`src/rtl/gtfwizard_mac_example_reset_ctrl.sv`:
```
// Reset sequencer for one GTF channel: PLL, TX datapath, then RX datapath resets with lock waits.
// Optional timeout event counter output enabled by defining GTF_RESET_CTRL_TIMEOUT_CNT_EN.
module gtfwizard_mac_example_reset_ctrl #(
    parameter int unsigned P_RST_HOLD_CYC     = 256,
    parameter int unsigned P_DONE_FILTER_CYC  = 8,
    parameter int unsigned P_LOCK_TIMEOUT_CYC = 1048576
) (
    input  logic       clk_freerun_in,
    input  logic       reset_all_in,
    input  logic       reset_rx_req_in,
    input  logic       pll_lock_in,
    input  logic       rx_cdr_lock_in,
    input  logic       gt_tx_resetdone_in,
    input  logic       gt_rx_resetdone_in,
    output logic       gt_pll_reset_out,
    output logic       gt_tx_reset_out,
    output logic       gt_rx_reset_out,
    output logic       tx_init_done_out,
    output logic       rx_init_done_out,
    output logic [2:0] tx_state_out,
    output logic [2:0] rx_state_out
`ifdef GTF_RESET_CTRL_TIMEOUT_CNT_EN
    ,
    output logic [7:0] timeout_ctr_out
`endif
);

    localparam int unsigned HoldW = (P_RST_HOLD_CYC > 1) ? $clog2(P_RST_HOLD_CYC) : 1;
    localparam int unsigned TmoW  = (P_LOCK_TIMEOUT_CYC > 1) ? $clog2(P_LOCK_TIMEOUT_CYC) : 1;
    localparam int unsigned FltW  = $clog2(P_DONE_FILTER_CYC + 1);

    localparam logic [HoldW-1:0] HoldLast = HoldW'(P_RST_HOLD_CYC - 1);
    localparam logic [TmoW-1:0]  TmoLast  = TmoW'(P_LOCK_TIMEOUT_CYC - 1);
    localparam logic [FltW-1:0]  FltMax   = FltW'(P_DONE_FILTER_CYC);

    typedef enum logic [2:0] {
        TxPllRst  = 3'd0,
        TxPllWait = 3'd1,
        TxDpRst   = 3'd2,
        TxDpWait  = 3'd3,
        TxDone    = 3'd4
    } tx_state_e;

    typedef enum logic [2:0] {
        RxWaitPll = 3'd0,
        RxDpRst   = 3'd1,
        RxCdrWait = 3'd2,
        RxDpWait  = 3'd3,
        RxDone    = 3'd4
    } rx_state_e;

    tx_state_e        r_tx_state;
    tx_state_e        w_tx_next;
    rx_state_e        r_rx_state;
    rx_state_e        w_rx_next;
    logic [HoldW-1:0] r_tx_hold;
    logic [HoldW-1:0] r_rx_hold;
    logic [TmoW-1:0]  r_tx_tmo;
    logic [TmoW-1:0]  r_rx_tmo;
    logic             w_tx_tmo;
    logic             w_rx_tmo;

    logic [FltW-1:0]  r_flt [4];
    logic [3:0]       w_flt_in;
    logic [3:0]       w_acc;
    logic             w_pll_ok;
    logic             w_cdr_ok;
    logic             w_txrd_ok;
    logic             w_rxrd_ok;

    logic             r_pll_rst;
    logic             r_tx_rst;
    logic             r_rx_rst;
    logic             r_tx_done;
    logic             r_rx_done;

    // Done filters: run length of consecutive high samples, saturating at the filter depth.
    assign w_flt_in = {gt_rx_resetdone_in, gt_tx_resetdone_in, rx_cdr_lock_in, pll_lock_in};

    always_ff @(posedge clk_freerun_in) begin
        for (int i = 0; i < 4; i++) begin
            if (reset_all_in || !w_flt_in[i]) begin
                r_flt[i] <= '0;
            end else if (r_flt[i] != FltMax) begin
                r_flt[i] <= r_flt[i] + FltW'(1);
            end
        end
    end

    always_comb begin
        w_acc = '0;
        for (int i = 0; i < 4; i++) begin
            w_acc[i] = (r_flt[i] == FltMax);
        end
    end

    assign w_pll_ok  = w_acc[0];
    assign w_cdr_ok  = w_acc[1];
    assign w_txrd_ok = w_acc[2];
    assign w_rxrd_ok = w_acc[3];

    always_comb begin
        w_tx_next = r_tx_state;
        w_tx_tmo  = 1'b0;
        case (r_tx_state)
            TxPllRst: begin
                if (r_tx_hold == HoldLast) w_tx_next = TxPllWait;
            end
            TxPllWait: begin
                if (w_pll_ok) begin
                    w_tx_next = TxDpRst;
                end else if (r_tx_tmo == TmoLast) begin
                    w_tx_next = TxPllRst;
                    w_tx_tmo  = 1'b1;
                end
            end
            TxDpRst: begin
                if (r_tx_hold == HoldLast) w_tx_next = TxDpWait;
            end
            TxDpWait: begin
                if (w_txrd_ok) begin
                    w_tx_next = TxDone;
                end else if (r_tx_tmo == TmoLast) begin
                    w_tx_next = TxDpRst;
                    w_tx_tmo  = 1'b1;
                end
            end
            TxDone: begin
                if (!pll_lock_in) w_tx_next = TxPllRst;
            end
            default: w_tx_next = TxPllRst;
        endcase
    end

    always_comb begin
        w_rx_next = r_rx_state;
        w_rx_tmo  = 1'b0;
        case (r_rx_state)
            RxWaitPll: begin
                if (r_tx_state >= TxDpRst) w_rx_next = RxDpRst;
            end
            RxDpRst: begin
                if (r_rx_hold == HoldLast) w_rx_next = RxCdrWait;
            end
            RxCdrWait: begin
                if (w_cdr_ok) begin
                    w_rx_next = RxDpWait;
                end else if (r_rx_tmo == TmoLast) begin
                    w_rx_next = RxDpRst;
                    w_rx_tmo  = 1'b1;
                end
            end
            RxDpWait: begin
                if (w_rxrd_ok) begin
                    w_rx_next = RxDone;
                end else if (r_rx_tmo == TmoLast) begin
                    w_rx_next = RxDpRst;
                    w_rx_tmo  = 1'b1;
                end
            end
            RxDone: begin
                if (!rx_cdr_lock_in) w_rx_next = RxDpRst;
            end
            default: w_rx_next = RxWaitPll;
        endcase
        if (reset_rx_req_in && (r_rx_state != RxWaitPll)) begin
            w_rx_next = RxDpRst;
            w_rx_tmo  = 1'b0;
        end
        // A TX restart drags RX back to the start, overriding any RX request.
        if (w_tx_next == TxPllRst) begin
            w_rx_next = RxWaitPll;
            w_rx_tmo  = 1'b0;
        end
    end

    always_ff @(posedge clk_freerun_in) begin
        if (reset_all_in) begin
            r_tx_state <= TxPllRst;
            r_tx_hold  <= '0;
            r_tx_tmo   <= '0;
        end else begin
            r_tx_state <= w_tx_next;
            if (w_tx_next != r_tx_state) begin
                r_tx_hold <= '0;
                r_tx_tmo  <= '0;
            end else begin
                if (r_tx_state inside {TxPllRst, TxDpRst}) r_tx_hold <= r_tx_hold + HoldW'(1);
                if (r_tx_state inside {TxPllWait, TxDpWait}) r_tx_tmo <= r_tx_tmo + TmoW'(1);
            end
        end
    end

    // A pending RX request pins the hold count at zero so the reset stretches with it.
    always_ff @(posedge clk_freerun_in) begin
        if (reset_all_in) begin
            r_rx_state <= RxWaitPll;
            r_rx_hold  <= '0;
            r_rx_tmo   <= '0;
        end else begin
            r_rx_state <= w_rx_next;
            if ((w_rx_next != r_rx_state) || reset_rx_req_in) begin
                r_rx_hold <= '0;
                r_rx_tmo  <= '0;
            end else begin
                if (r_rx_state == RxDpRst) r_rx_hold <= r_rx_hold + HoldW'(1);
                if (r_rx_state inside {RxCdrWait, RxDpWait}) r_rx_tmo <= r_rx_tmo + TmoW'(1);
            end
        end
    end

    always_ff @(posedge clk_freerun_in) begin
        if (reset_all_in) begin
            r_pll_rst <= 1'b1;
            r_tx_rst  <= 1'b1;
            r_rx_rst  <= 1'b1;
            r_tx_done <= 1'b0;
            r_rx_done <= 1'b0;
        end else begin
            r_pll_rst <= (w_tx_next == TxPllRst);
            r_tx_rst  <= (w_tx_next inside {TxPllRst, TxPllWait, TxDpRst});
            r_rx_rst  <= (w_rx_next inside {RxWaitPll, RxDpRst});
            r_tx_done <= (w_tx_next == TxDone);
            r_rx_done <= (w_rx_next == RxDone);
        end
    end

    assign gt_pll_reset_out = r_pll_rst;
    assign gt_tx_reset_out  = r_tx_rst;
    assign gt_rx_reset_out  = r_rx_rst;
    assign tx_init_done_out = r_tx_done;
    assign rx_init_done_out = r_rx_done;
    assign tx_state_out     = r_tx_state;
    assign rx_state_out     = r_rx_state;

`ifdef GTF_RESET_CTRL_TIMEOUT_CNT_EN
    logic [7:0] r_tmo_ctr;
    logic [8:0] w_tmo_sum;

    assign w_tmo_sum = {1'b0, r_tmo_ctr} + 9'(w_tx_tmo) + 9'(w_rx_tmo);

    always_ff @(posedge clk_freerun_in) begin
        if (reset_all_in) begin
            r_tmo_ctr <= '0;
        end else if (w_tmo_sum > 9'd255) begin
            r_tmo_ctr <= 8'hff;
        end else begin
            r_tmo_ctr <= w_tmo_sum[7:0];
        end
    end

    assign timeout_ctr_out = r_tmo_ctr;
`else
    logic w_unused_tmo;
    assign w_unused_tmo = w_tx_tmo | w_rx_tmo;
`endif

endmodule

```
`config.mk`:
```
export PLATFORM = sky130hd
export DESIGN_NAME = gtfwizard_mac_example_reset_ctrl
export DESIGN_NICKNAME = d
export VERILOG_FILES = /design/src/rtl/gtfwizard_mac_example_reset_ctrl.sv
export SDC_FILE = /design/constraint.sdc
export NUM_CORES = 1
export LEC_CHECK = 0
export ABC_AREA = 1
export BUFFER_PORTS_ARGS = -buffer_cell sky130_fd_sc_hd__buf_2
export CAP_MARGIN = 20
export CORE_MARGIN = 1
export CORE_UTILIZATION = 40
export DETAILED_ROUTE_END_ITERATION = 16
export PLACE_DENSITY_LB_ADDON = 0.3
export SYNTH_ARGS = -nofsm -noshare
export SYNTH_HDL_FRONTEND = slang
export SYNTH_SLANG_ARGS = --single-unit
```
`constraint.sdc`:
```
create_clock -name clk_freerun_in -period 1.9 [get_ports clk_freerun_in]
set_clock_uncertainty 0.15 [all_clocks]
set_input_delay 0.285 -clock clk_freerun_in [delete_from_list [all_inputs] [get_ports clk_freerun_in]]
set_output_delay 0.285 -clock clk_freerun_in [all_outputs]
set_load 0.1 [all_outputs]
```
Word level (Yosys, flattened, before mapping)
Memory sizes are Yosys's and may differ from the RTL's.
Cells that the tools add are included.
{"block": "op_classes", "add_sub_neg": 8, "magnitude_cmp": 1, "eq_ne": 27, "mux": 41, "bitwise_logic": 4, "reduce_logical": 22}
{"op": "3-bit two-way mux", "n": 15}
{"op": "20-bit by 1-bit adder with 20-bit output, second input constant", "n": 2}
{"op": "20-bit == test, second input constant", "n": 2}
{"op": "3-bit case mux with 5 select lines", "n": 2}
{"op": "1-bit two-way mux", "n": 20}
{"op": "4-bit by 1-bit adder with 4-bit output, second input constant", "n": 4}
{"op": "8-bit by 1-bit adder with 8-bit output, second input constant", "n": 2}
{"op": "4-bit == test, second input constant", "n": 4}
{"op": "8-bit == test, second input constant", "n": 2}
{"op": "4-bit two-way mux", "n": 4}
{"op": "4-bit inequality test, second input constant", "n": 4}
{"op": "3-bit by 2-bit == test with 1-bit output, second input constant", "n": 5}
{"op": "3-bit by 1-bit == test with 1-bit output, second input constant", "n": 4}
{"op": "3-bit == test, second input constant", "n": 4}
{"op": "3-bit zero test", "n": 4}
{"op": "2-bit nonzero test", "n": 4}
{"op": "3-bit inequality test", "n": 2}
{"op": "3-bit nonzero test", "n": 2}
{"op": "1-bit logical OR", "n": 5}
{"op": "1-bit zero test", "n": 4}
{"op": "1-bit OR", "n": 4}
{"op": "2-bit OR reduction", "n": 2}
{"op": "3-bit by 2-bit >= comparator with 1-bit output, second input constant", "n": 1}
{"op": "1-bit logical AND", "n": 1}
{"block": "word_totals", "register_bits": 67, "mem_bits_rw": 16, "inputBits": 7, "word_cells": 115, "memories": 1}
{"name": "r_flt", "depth": 4, "word_bits": 4, "read_ports": 4, "rd_ports_with_merged_regs": 0, "write_ports": 4, "line_no": "63", "rtl": "logic [FltW-1:0] r_flt [4];"}

Depth between registers and ports, before layout
{"block": "depth", "ltp_word": 9, "depth_mapped": 15, "ltp_nobuf": 14}

Worst setup path before layout
No wires, ideal clock.
{"block": "synth_timing", "path_kind": "register -> register", "startpoint": "register r_rx_state[0] (netlist: rx_state_out[0])", "endpoint": "register r_rx_hold[1]", "arrival_ps": 2398, "required_ps": 1677, "slack_ps": -721, "stages_incl_launch_ff": 12, "synth_period_minus_slack_ps": 2621, "cell_sequence": "dfxtp_1 > inv_1 > nor3_4 > inv_2 > a21oi_1 > nor2_1 > nand3_2 > nand3_1 > nand2_1 > nand3_4 > buf_6 > nor3_2"}
{"block": "synth_via", "elab_chain_cells": 8}
{"item": "start, declared", "line_no": "54", "rtl": "rx_state_e r_rx_state;"}
{"item": "start signal, assigned", "line_no": "197", "rtl": "r_rx_state <= RxWaitPll;"}
{"item": "start signal, assigned", "line_no": "201", "rtl": "r_rx_state <= w_rx_next;"}
{"item": "3-bit two-way mux", "line_no": "148, 156"}
{"item": "3-bit two-way mux (on tied branches)", "line_no": "154, 146"}
{"item": "3-bit case mux with 5 select lines", "line_no": "138", "rtl": "case (r_rx_state)"}
{"item": "3-bit two-way mux", "line_no": "166", "rtl": "if (reset_rx_req_in && (r_rx_state != RxWaitPll)) begin"}
{"item": "3-bit two-way mux", "line_no": "171", "rtl": "if (w_tx_next == TxPllRst) begin"}
{"item": "3-bit inequality test", "line_no": "202", "rtl": "if ((w_rx_next != r_rx_state) || reset_rx_req_in) begin"}
{"item": "1-bit logical OR", "line_no": "202"}
{"item": "2-bit OR reduction (no line)"}
{"item": "end signal, assigned", "line_no": "206", "rtl": "if (r_rx_state == RxDpRst) r_rx_hold <= r_rx_hold + HoldW'(1);"}
{"item": "end, declared", "line_no": "57", "rtl": "logic [HoldW-1:0] r_rx_hold;"}
Several ways; a longest one is shown, not always the timed one.
A chain may end at the register's enable or synchronous reset.

==> flow_summary.yaml <==
outcome:
  status: "finished with violations"
  violations: "negative setup slack"
critical_path:
  worstPathRequired_ps: 2040
  cp_top_family: "simple AND/OR/NAND/NOR gates"
  reg2reg_slack_ps: -360
  critical_path.startpoint: "r_flt[0][1]"
  path_cells: "inv_1 -> ha_2 -> nand2_2 -> nor2_4 -> buf_6 -> o21ai_4 -> nand2_2 -> nand4_4 -> nand2_2 -> nand2_2 -> nand2_2 -> nand3_4 -> clkbuf_16 -> nor3_2"
  r2r_cells: 14
  slowest_delay_ps: 400
  cp-endpoint: "r_rx_tmo[1]"
  cp-start-kind: "flip-flop"
  cp_slowest_cell: "edfxtp_1"
  path_max_fanout: 7
  cp.arrival_ps: 2400
  critical_path_class: "reg2reg"
  critPathCaptureType: "flip-flop"
  r2r_start: "r_flt[0][1]"
  r2r-end: "r_rx_tmo[1]"
  worst-path-buf-inv: 3
  path_common_cell: "nand2_2"
  crit_cells: 14
placement:
  dp_cells: 727
  place_hpwl_um: 6630
  place_congestion: 0.816
  port_buffers: 17
  dp_slack_ps: -196
grt:
  grt_max_degree: 29
  grt_pass1_vias: 3471
  antenna_found_initial: 0
  gr-total-overflow: 0
  track_usage: 0.170
  grt_pass1_wl_um: 15300
timing:
  fin_crit_sh: 1.19
  maxSlewViolCount: 0
  report.final.hold_viol_count: 0
  period_minus_slack_ps: 2260
  setup_ws_ps: -360
  tightest_slew_ps: 510
  fmax_mhz: 442
  rsz0062_at_grt: "yes"
  relSlewSlack: 0.663
  setup_violations: 57
cts:
  clk_latency_ps: 370
  cts-buffers-inserted: 9
  cts_sinks: 83
  cts-root-buf: "clkbuf_8"
  hold_buffers: 0
  tritoncts: "built"
  clkTransAtPathRegs_ps: 80
  htree_levels: 3
  cts_buffer_depth: 2
layout:
  antenna_cells: 0
  layout_common_cells: "75 x buf_4, 69 x nand2_1, 59 x dfxtp_1"
  final_nets: 639
  final_common_cell: "buf_4"
  drive_gt1_frac: 0.426
  areaGrowthSynthToFinish_pct: 38.8
  final_cells: 761
synth:
  syn_area_per_cell_um2: 8.45
  ys_warn_count: 0
  synthCells: 511
  synth-seq-cells: 83
  synth_fp_nets: 530
  yosysUniqueCellTypes: 44
  yosysSeqAreaShare: 0.422
  syn_area_um2: 4320
job:
  maxCapViolations: 0
routing:
  wl_um: 9990
  post_drt_via_cell_ratio: 4.85
  vias: 3690
  drcViolationCount: 0
  avgRoutedWirePerCell_um: 13.1
  dr.pass1.iters: 4
  drtAntennaViolNets: 0
  drt_iter0_markers: 156
power_and_ir_drop:
  ir_worst_vdd_mv: 0.333
  powerDensity_nw_per_um2: 590
  p_leak_nw: 2.31
floorplanning:
  core_region_area_um2: 10400
  die_w_um: 106
  dieArea_um2: 11200
  fp.dieH_um: 106
  io_pins: 18
  core.rowCount: 37
  initial_utilization: 0.414
min_path:
  hold_path.class: "in2reg"
  hold_depth: 3
-- stage by stage --
step	power (mW)	setup TNS, ps	cell area (um^2)	utilization	hold slack, ps
after floorplan	1.91	-1330	4390	-	307
after global placement	1.96	-2030	5150	0.494	323
after detailed placement	1.96	-4470	5150	0.494	354
after CTS	3.50	-4350	5470	0.526	82.7
after global routing	3.65	-18020	5990	0.575	128
final	3.54	-12840	5990	0.575	106
-- worst reg2reg max path, cell delays in order, from the launching register on --
cell and delay, ps:
edfxtp_1 400, inv_1 80, ha_2 170, nand2_2 80, nor2_4 120, buf_6 120
o21ai_4 60, nand2_2 90, nand4_4 180, nand2_2 140, nand2_2 60, nand2_2 80
nand3_4 150, clkbuf_16 220, nor3_2 100
-- logic make-up (layout without fill, tap and decap cells) --
| family | count (synthesis) | after routing | synth area share |
|---|---|---|---|
| XOR/XNOR | 43 | 43 | 0.0872 |
| flip-flops | 83 | 83 | 0.422 |
| buffers and inverters | 67 | 181 | 0.0667 |
| adder cells (fa/ha/maj) | 12 | 12 | 0.0348 |
| multiplexers | 2 | 2 | 0.00464 |
| AND/OR/NAND/NOR | 279 | 279 | 0.348 |
| AO/OA/AOI/OAI | 25 | 25 | 0.0362 |
-- flip-flops by register name, indices dropped and copies added (netlist names) --
signal	cells
gt_pll_reset_out	1
gt_rx_reset_out	1
gt_tx_reset_out	1
r_flt	16
r_rx_hold	8
r_rx_tmo	20
r_tx_hold	8
r_tx_tmo	20
rx_init_done_out	1
rx_state_out	3
tx_init_done_out	1
tx_state_out	3
-- synth_stat cells (all sizes together) --
cell type | number | area share
clkinv | 1 | 0.00087
xor2 | 27 | 0.055
and3 | 2 | 0.0029
nor4 | 2 | 0.0029
ha | 12 | 0.035
clkbuf | 1 | 0.00087
nand4 | 12 | 0.026
o21bai | 3 | 0.0052
o211ai | 1 | 0.0017
or2 | 4 | 0.0058
dfxtp | 67 | 0.31
a31o | 1 | 0.0020
a31oi | 2 | 0.0029
a21oi | 14 | 0.016
nor3 | 42 | 0.079
a21boi | 2 | 0.0043
inv | 58 | 0.050
buf | 7 | 0.014
o21ai | 1 | 0.0020
xnor2 | 16 | 0.032
nand2 | 86 | 0.084
nor2 | 78 | 0.074
nand3b | 2 | 0.0035
nor3b | 6 | 0.010
nand3 | 43 | 0.055
nor4b | 1 | 0.0035
edfxtp | 16 | 0.11
and2 | 1 | 0.0015
mux2i | 2 | 0.0046
o31ai | 1 | 0.0017
-- how the worst min path moves through the flow --
stage	from	to
after global placement	r_tx_hold[7]	r_tx_hold[7]
after global routing	reset_all_in	tx_state_out[0]
after CTS	reset_all_in	tx_state_out[0]
after detailed placement	r_tx_hold[7]	r_tx_hold[7]
after floorplan	r_tx_tmo[1]	r_tx_tmo[1]
final	reset_all_in	tx_state_out[0]
-- routing by layer --
| metal | vias up | routed length, um | GRT usage |
|---|---|---|---|
| li1 | 1892 | - | - |
| met1 | 1742 | 4570 | 0.209 |
| met2 | 44 | 4990 | 0.289 |
| met3 | 12 | 274 | 0.0328 |
| met4 | 0 | 153 | 0.0744 |
| met5 | - | 0 | 0 |
-- power by group --
group          internal [mW]  switching [mW]
registers               1.79          0.0102
clock network          0.905           0.648
logic                 0.0856          0.0938
total                   2.78           0.752
-- what timing repair did --
action	in CTS	in global routing
gates cloned	0	6
setup buffers	4	8
setup endpoints to repair	36	58
gates resized for setup	12	78
pin swaps	0	14
-- cell type report --
type / count / area, um^2
Tap cell: 136 / 170
Timing Repair Buffer: 106 / 903
Sequential cell: 83 / 1850
Fill cell: 887 / 4430
Clock buffer: 11 / 141
Inverter: 59 / 229
Clock inverter: 5 / 100
Multi-Input combinational cell: 361 / 2600
No activity file was read; power rests on OpenSTA's default activity.
